<file path="src/rtl/wb_trace_pkg.sv">
// rtl/wb_trace_pkg.sv - shared widths, trace entry type and width helper for writeback tracing
package wb_trace_pkg;

    localparam int REG_W         = 5;
    localparam int DATA_W        = 32;
    localparam int TRACE_CYCLE_W = 16;

    typedef struct packed {
        logic [TRACE_CYCLE_W-1:0] cycle;
        logic [REG_W-1:0]         rd;
        logic [DATA_W-1:0]        data;
    } trace_entry_t;

    function automatic int clog2(input int n);
        int r;
        r = 0;
        for (int i = 0; i < 31; i++) begin
            if ((1 << i) < n) begin
                r = i + 1;
            end
        end
        return r;
    endfunction

endpackage

</file>
<file path="src/rtl/trace_fifo.sv">
// rtl/trace_fifo.sv - circular-buffer FIFO exposing a look-ahead of the head after this edge
module trace_fifo
    import wb_trace_pkg::*;
#(
    parameter int W     = 8,
    parameter int DEPTH = 16,
    localparam int PTR_W = clog2(DEPTH),
    localparam int LVL_W = PTR_W + 1
) (
    input  logic             clock,
    input  logic             reset,
    input  logic             flush,
    input  logic             push,
    input  logic             pop,
    input  logic [W-1:0]     push_data,
    output logic             full,
    output logic [LVL_W-1:0] level,
    output logic             next_valid,
    output logic [W-1:0]     next_head
);

    logic [W-1:0]     mem [DEPTH];
    logic [PTR_W-1:0] rd_ptr;
    logic [PTR_W-1:0] wr_ptr;
    logic [PTR_W-1:0] rd_ptr_nx;
    logic [LVL_W-1:0] level_q;
    logic [LVL_W-1:0] after_pop;
    logic             do_push;
    logic             do_pop;

    assign full      = (level_q == LVL_W'(DEPTH));
    assign level     = level_q;
    assign do_pop    = pop & (level_q != '0);
    assign do_push   = push & (~full | do_pop);
    assign rd_ptr_nx = rd_ptr + PTR_W'(do_pop);
    assign after_pop = level_q - LVL_W'(do_pop);

    // When the FIFO drains to nothing this edge, a concurrent push becomes the new head directly.
    assign next_valid = ~flush & ((after_pop != '0) | do_push);
    assign next_head  = (after_pop == '0) ? push_data : mem[rd_ptr_nx];

    always_ff @(posedge clock or negedge reset) begin
        if (!reset) begin
            rd_ptr  <= '0;
            wr_ptr  <= '0;
            level_q <= '0;
        end else if (flush) begin
            rd_ptr  <= '0;
            wr_ptr  <= '0;
            level_q <= '0;
        end else begin
            if (do_push) begin
                wr_ptr <= wr_ptr + PTR_W'(1);
            end
            rd_ptr  <= rd_ptr_nx;
            level_q <= after_pop + LVL_W'(do_push);
        end
    end

    always_ff @(posedge clock) begin
        if (do_push && !flush) begin
            mem[wr_ptr] <= push_data;
        end
    end

endmodule

</file>
<file path="src/rtl/wb_trace_capture.sv">
// rtl/wb_trace_capture.sv - timestamps regfile writebacks and queues them on a valid/ready trace port
module wb_trace_capture
    import wb_trace_pkg::*;
#(
    parameter int DEPTH   = 16,
    parameter int CYCLE_W = TRACE_CYCLE_W,
    parameter int DROP_W  = 8
) (
    input  logic                  clock,
    input  logic                  reset,
    input  logic                  capture_en,
    input  logic                  flush,
    input  logic                  ctrl_writeEnable,
    input  logic [REG_W-1:0]      ctrl_writeReg,
    input  logic [DATA_W-1:0]     data_writeReg,
    output logic                  trace_valid,
    input  logic                  trace_ready,
    output logic [CYCLE_W-1:0]    trace_cycle,
    output logic [REG_W-1:0]      trace_rd,
    output logic [DATA_W-1:0]     trace_data,
    output logic [clog2(DEPTH):0] level,
    output logic                  overflow,
    output logic [DROP_W-1:0]     drop_count
);

    logic [CYCLE_W-1:0] cycle_cnt;
    logic               push_req;
    logic               pop;
    logic               accept;
    logic               drop;
    logic               fifo_full;
    logic               next_valid;
    trace_entry_t       push_entry;
    trace_entry_t       next_head;
    trace_entry_t       head_q;

    // Writes to r0 are architecturally invisible and never traced.
    assign push_req   = capture_en & ctrl_writeEnable & (ctrl_writeReg != '0);
    assign pop        = trace_valid & trace_ready;
    assign accept     = push_req & ~flush;
    assign drop       = accept & fifo_full & ~pop;
    assign push_entry = '{cycle: TRACE_CYCLE_W'(cycle_cnt), rd: ctrl_writeReg, data: data_writeReg};

    trace_fifo #(
        .W     ($bits(trace_entry_t)),
        .DEPTH (DEPTH)
    ) u_fifo (
        .clock      (clock),
        .reset      (reset),
        .flush      (flush),
        .push       (accept),
        .pop        (pop),
        .push_data  (push_entry),
        .full       (fifo_full),
        .level      (level),
        .next_valid (next_valid),
        .next_head  (next_head)
    );

    always_ff @(posedge clock or negedge reset) begin
        if (!reset) begin
            cycle_cnt   <= '0;
            overflow    <= 1'b0;
            drop_count  <= '0;
            trace_valid <= 1'b0;
            head_q      <= '0;
        end else begin
            cycle_cnt   <= cycle_cnt + CYCLE_W'(1);
            trace_valid <= next_valid;
            if (next_valid) begin
                head_q <= next_head;
            end
            if (drop) begin
                overflow <= 1'b1;
                if (drop_count != '1) begin
                    drop_count <= drop_count + DROP_W'(1);
                end
            end
        end
    end

    assign trace_cycle = head_q.cycle[CYCLE_W-1:0];
    assign trace_rd    = head_q.rd;
    assign trace_data  = head_q.data;

endmodule

</file>
<file path="config.mk">
export PLATFORM = sky130hd
export DESIGN_NAME = wb_trace_capture
export DESIGN_NICKNAME = d
export VERILOG_FILES = /design/src/rtl/wb_trace_pkg.sv /design/src/rtl/trace_fifo.sv /design/src/rtl/wb_trace_capture.sv
export SDC_FILE = /design/constraint.sdc
export NUM_CORES = 1
export LEC_CHECK = 0
export ABC_AREA = 1
export BUFFER_PORTS_ARGS = -buffer_cell sky130_fd_sc_hd__buf_4
export CORE_MARGIN = 1
export CORE_UTILIZATION = 40
export DETAILED_ROUTE_END_ITERATION = 8
export PLACE_DENSITY = 0.53
export SLEW_MARGIN = 10
export SYNTH_ARGS = -nofsm -noshare
export SYNTH_HDL_FRONTEND = slang
export SYNTH_SLANG_ARGS = --single-unit
</file>
<file path="constraint.sdc">
create_clock -name clock -period 5.3 [get_ports clock]
set_input_delay 1.06 -clock clock [delete_from_list [all_inputs] [get_ports clock]]
set_output_delay 1.06 -clock clock [all_outputs]
set_load 0.1 [all_outputs]
</file>
==> metrics.log <==
INFO  metric post-synth-top-area-cell = edfxtp_1
INFO  metric vias_per_cell = 5.13
INFO  metric drive_gt1_frac = 0.0983
INFO  metric cts.reportedPaths.clkPinSlew = 0.06 ns
INFO  metric dieArea = 0.0981 sq mm
INFO  metric number_of_enable_flip_flop_cells_after_synthesis = 848
INFO  metric timing.critical_path.fanout_max = 135
INFO  metric synth.area.top_cells = edfxtp_1 66%, nand2_1 10%, dfrtp_1 5.9%
INFO  metric cts-root-buf = clkbuf_16
INFO  metric timing.slew.headroom = 0.224
INFO  metric yosysSeqAreaShare = 0.717
INFO  metric power_density_over_the_cells = 408 mW/mm^2
INFO  metric antenna-diode-count = 0
INFO  metric start_kind = flip-flop
INFO  metric mux_cell_area_share_after_synthesis = 0
INFO  metric drtIter0Drc = 1992
INFO  metric number_of_setup_buffers_added_after_cts = 0
INFO  metric clk_latency = 0.67 ns
INFO  metric detailedPlacementHpwl = 50800 um
INFO  metric antenna_found_initial = 0
INFO  metric antenna_violating_nets_post_route = 0
INFO  metric grt_pass1_vias = 24200
INFO  metric dominant_combinational_cell_family_by_area_after_synthesis = simple AND/OR/NAND/NOR gates
INFO  metric arrival = 3.83 ns
INFO  metric synth_nets = 3523
INFO  metric numPortBuffers = 110
INFO  metric initial_utilization = 0.406
INFO  metric run_status = finished clean
INFO  metric synth_commonest_cells = 1041 x nand2_1, 848 x edfxtp_1, 460 x nor2_1, 412 x nand3_1, 156 x o21ai_0
INFO  metric floorplan.rows = 113
INFO  metric synth_top_cell_area_share = 0.658
INFO  metric route.detailed.wl_per_inst = 21.2 um
INFO  metric htree_num_levels = 3
INFO  metric period_needed = 3.30 ns
INFO  metric fp.dieH = 313 um
INFO  metric totalNegativeSetupSlack = 0 ns
INFO  metric postRouteWirelength = 104000 um
INFO  metric rsz0062_at_grt = false
INFO  metric netlist_area = 0.0387 sq mm
INFO  metric hold_buffers = 0
INFO  metric cell_with_the_most_instances_after_synthesis = nand2_1
INFO  metric core-area = 0.0954 sq mm
INFO  metric synth-simple-area-share = 0.205
INFO  metric cp.buffers_inverters = 3
INFO  metric synthXorXnorAreaFrac = 0.00601
INFO  metric path_cells = nor2_1 > nand3_1 > o21ai_0 > inv_1 > ha_4 > clkinv_8 > buf_12 > nand2_1 > nand2_1 > nand2_1 > nand3_1 > nand3_1 > nand3_1 > nand2_1 > nand2_1
INFO  metric io-pin-count = 111
INFO  metric synth_flop_cell = edfxtp_1
INFO  metric worst_ep_required_time = 5.82 ns
INFO  metric synth_cell_types = 32
INFO  metric max-clock-path-buffers = 3
INFO  metric crit_path_end_kind = flip-flop
INFO  metric final_max_slew_viol_count = 0
INFO  metric max-cap-violations = 0
INFO  metric cpMaxStageDelayCell = buf_12
INFO  metric leakage = 16.6 nW
INFO  metric worst_path_most_repeated_cell = nand2_1
INFO  metric crit_family = buffers and inverters
INFO  metric synth_adder_area_share = 0.00388
INFO  metric die_w = 313 um
INFO  metric final_period_util = 0.623
INFO  metric worst_path_largest_cell_delay = 0.47 ns
INFO  metric cts-resized-gates = 0
INFO  metric clock.fmax = 303 MHz
INFO  metric criticalPathCategory = reg2reg
INFO  metric timing.clock.skew = 0.0370 ns
INFO  metric gp_routability_congestion = 0.754
INFO  metric slew_at_the_pin_with_the_worst_max_slew_slack = 1.16 ns
INFO  metric power.ir.vdd_worst = 259 uV
INFO  metric synth.ff_latch_count = 940
INFO  metric globalRouteTotalUtil = 0.212
INFO  metric via_count = 25100
INFO  metric cts_tree = built
INFO  metric synth_compound_gate_area_share = 0.0324
INFO  metric synthToLayoutAreaGrowth = 14.2%
INFO  metric grt_max_degree = 210
INFO  metric numCtsBuffers = 97
INFO  metric grt_overflow_total = 0
INFO  metric detailedRoute.firstPassIterationCount = 5
INFO  metric wire_length_of_the_first_global_routing_pass = 157000 um
INFO  metric syn-instance-count = 3468
INFO  metric drcViolationCount = 0
INFO  metric clock_sinks = 940
INFO  metric async_reset_ff_frac = 0.0979
INFO  metric worst_slack = 2.00 ns
INFO  metric hold_viol_final = 0
INFO  metric syn-mean-instance-area = 11.2 sq um
INFO  metric setup_viol = 0
INFO  metric hold_path_class = in2async
INFO  metric yosysWarningCount = 0
INFO  metric finalNetCount = 3594
INFO  metric fin_hold_ws = 0.446 ns
INFO  metric place_ws = 1.50 ns
worst paths after layout:
path,start,to,slack [ns],cells after the start
max in group asynchronous,reset,drop_count[7]$_DFFE_PN0P_,3.72,2
worst max-delay path,u_fifo.level[2]$_DFF_PN0_,trace_cycle[2]$_DFFE_PN0P_,2.00,15
min in group clock,trace_data[22]$_DFFE_PN0P_,trace_data[22]$_DFFE_PN0P_,0.49,2
worst min-delay path,reset,trace_data[29]$_DFFE_PN0P_,0.45,1
worst min register to register,trace_data[22]$_DFFE_PN0P_,trace_data[22]$_DFFE_PN0P_,0.49,2
worst max register to register,u_fifo.level[2]$_DFF_PN0_,trace_cycle[2]$_DFFE_PN0P_,2.00,15
logic make-up after synthesis:
logic type	after synthesis
xor+xnor	24
buf+inv	317
fa+ha+maj	12
simple gates	1952
flops	940
compound gates	223
placed cells by master, fill, tap and decap left out, types with 2 or more instances in the layout:
cell type   Yosys  routed
nor3_1          6       6
nor2_4          0      16
o21ai_1         8       8
clkinv_8        0       2
nor2_1        460     444
a21oi_1         3       3
ha_1           12      10
nand3b_1        5       5
o211ai_1       55      55
dfrtp_1        92      92
or2_2          22      22
bufinv_16       0       8
clkinvlp_4      0       3
nand4_1         2       2
clkbuf_1       75      36
clkbuf_16       0      98
xnor2_1         5       5
edfxtp_1      848     848
nand2_1      1041    1040
xor2_1         16      16
clkinv_2        0      14
xnor2_4         0       2
buf_12          0      17
ha_4            0       2
buf_4           7     150
clkbuf_8        0       9
inv_6           0       3
nand3_1       412     412
inv_2           4       2
o21ai_0       156     156
inv_1         115     114
clkinv_1        1      10
state kept, by name, indices dropped and copies added (netlist names):
signal         flops
drop_count         8
trace_cycle       16
u_fifo.mem       848
trace_rd           5
cycle_cnt         16
overflow           1
trace_valid        1
trace_data        32
u_fifo.wr_ptr      4
u_fifo.level       5
u_fifo.rd_ptr      4
layout make-up:
class                      instances  area, sq um
clock buffer                     143         2710
clock inverter                    38          434
fill                            8691        51200
inverter                         121          478
multi-input combinational       2211         9770
sequential                       940        27800
tap                             1265         1580
timing repair buffer             168         1480
metal layers:
metal  part of all wire  vias to the layer above  track usage
li1                   -                    11900            -
met1               0.44                    12400        0.290
met2               0.49                      605        0.355
met3              0.048                      151       0.0271
met4              0.022                        0       0.0588
met5                  0                        -            0
per-stage QoR:
| step | cells | util | cell area, sq um | total power, mW |
|---|---|---|---|---|
| floorplan | 3468 | - | 38700 | 10.6 |
| global placement | 4705 | 0.430 | 41100 | 11.4 |
| detailed placement | 4705 | 0.430 | 41100 | 11.4 |
| CTS | 4886 | 0.463 | 44200 | 18.2 |
| global route | 4886 | 0.463 | 44200 | 18.6 |
| finish | 4886 | 0.463 | 44200 | 18.0 |
report_power, final:
group | switching (mW) | internal, mW | total (mW)
combinational | 2.24 | 0.540 | 2.78
clock | 2.84 | 3.94 | 6.78
sequential | 0.222 | 8.27 | 8.49
No activity file was read; power rests on OpenSTA's default activity.
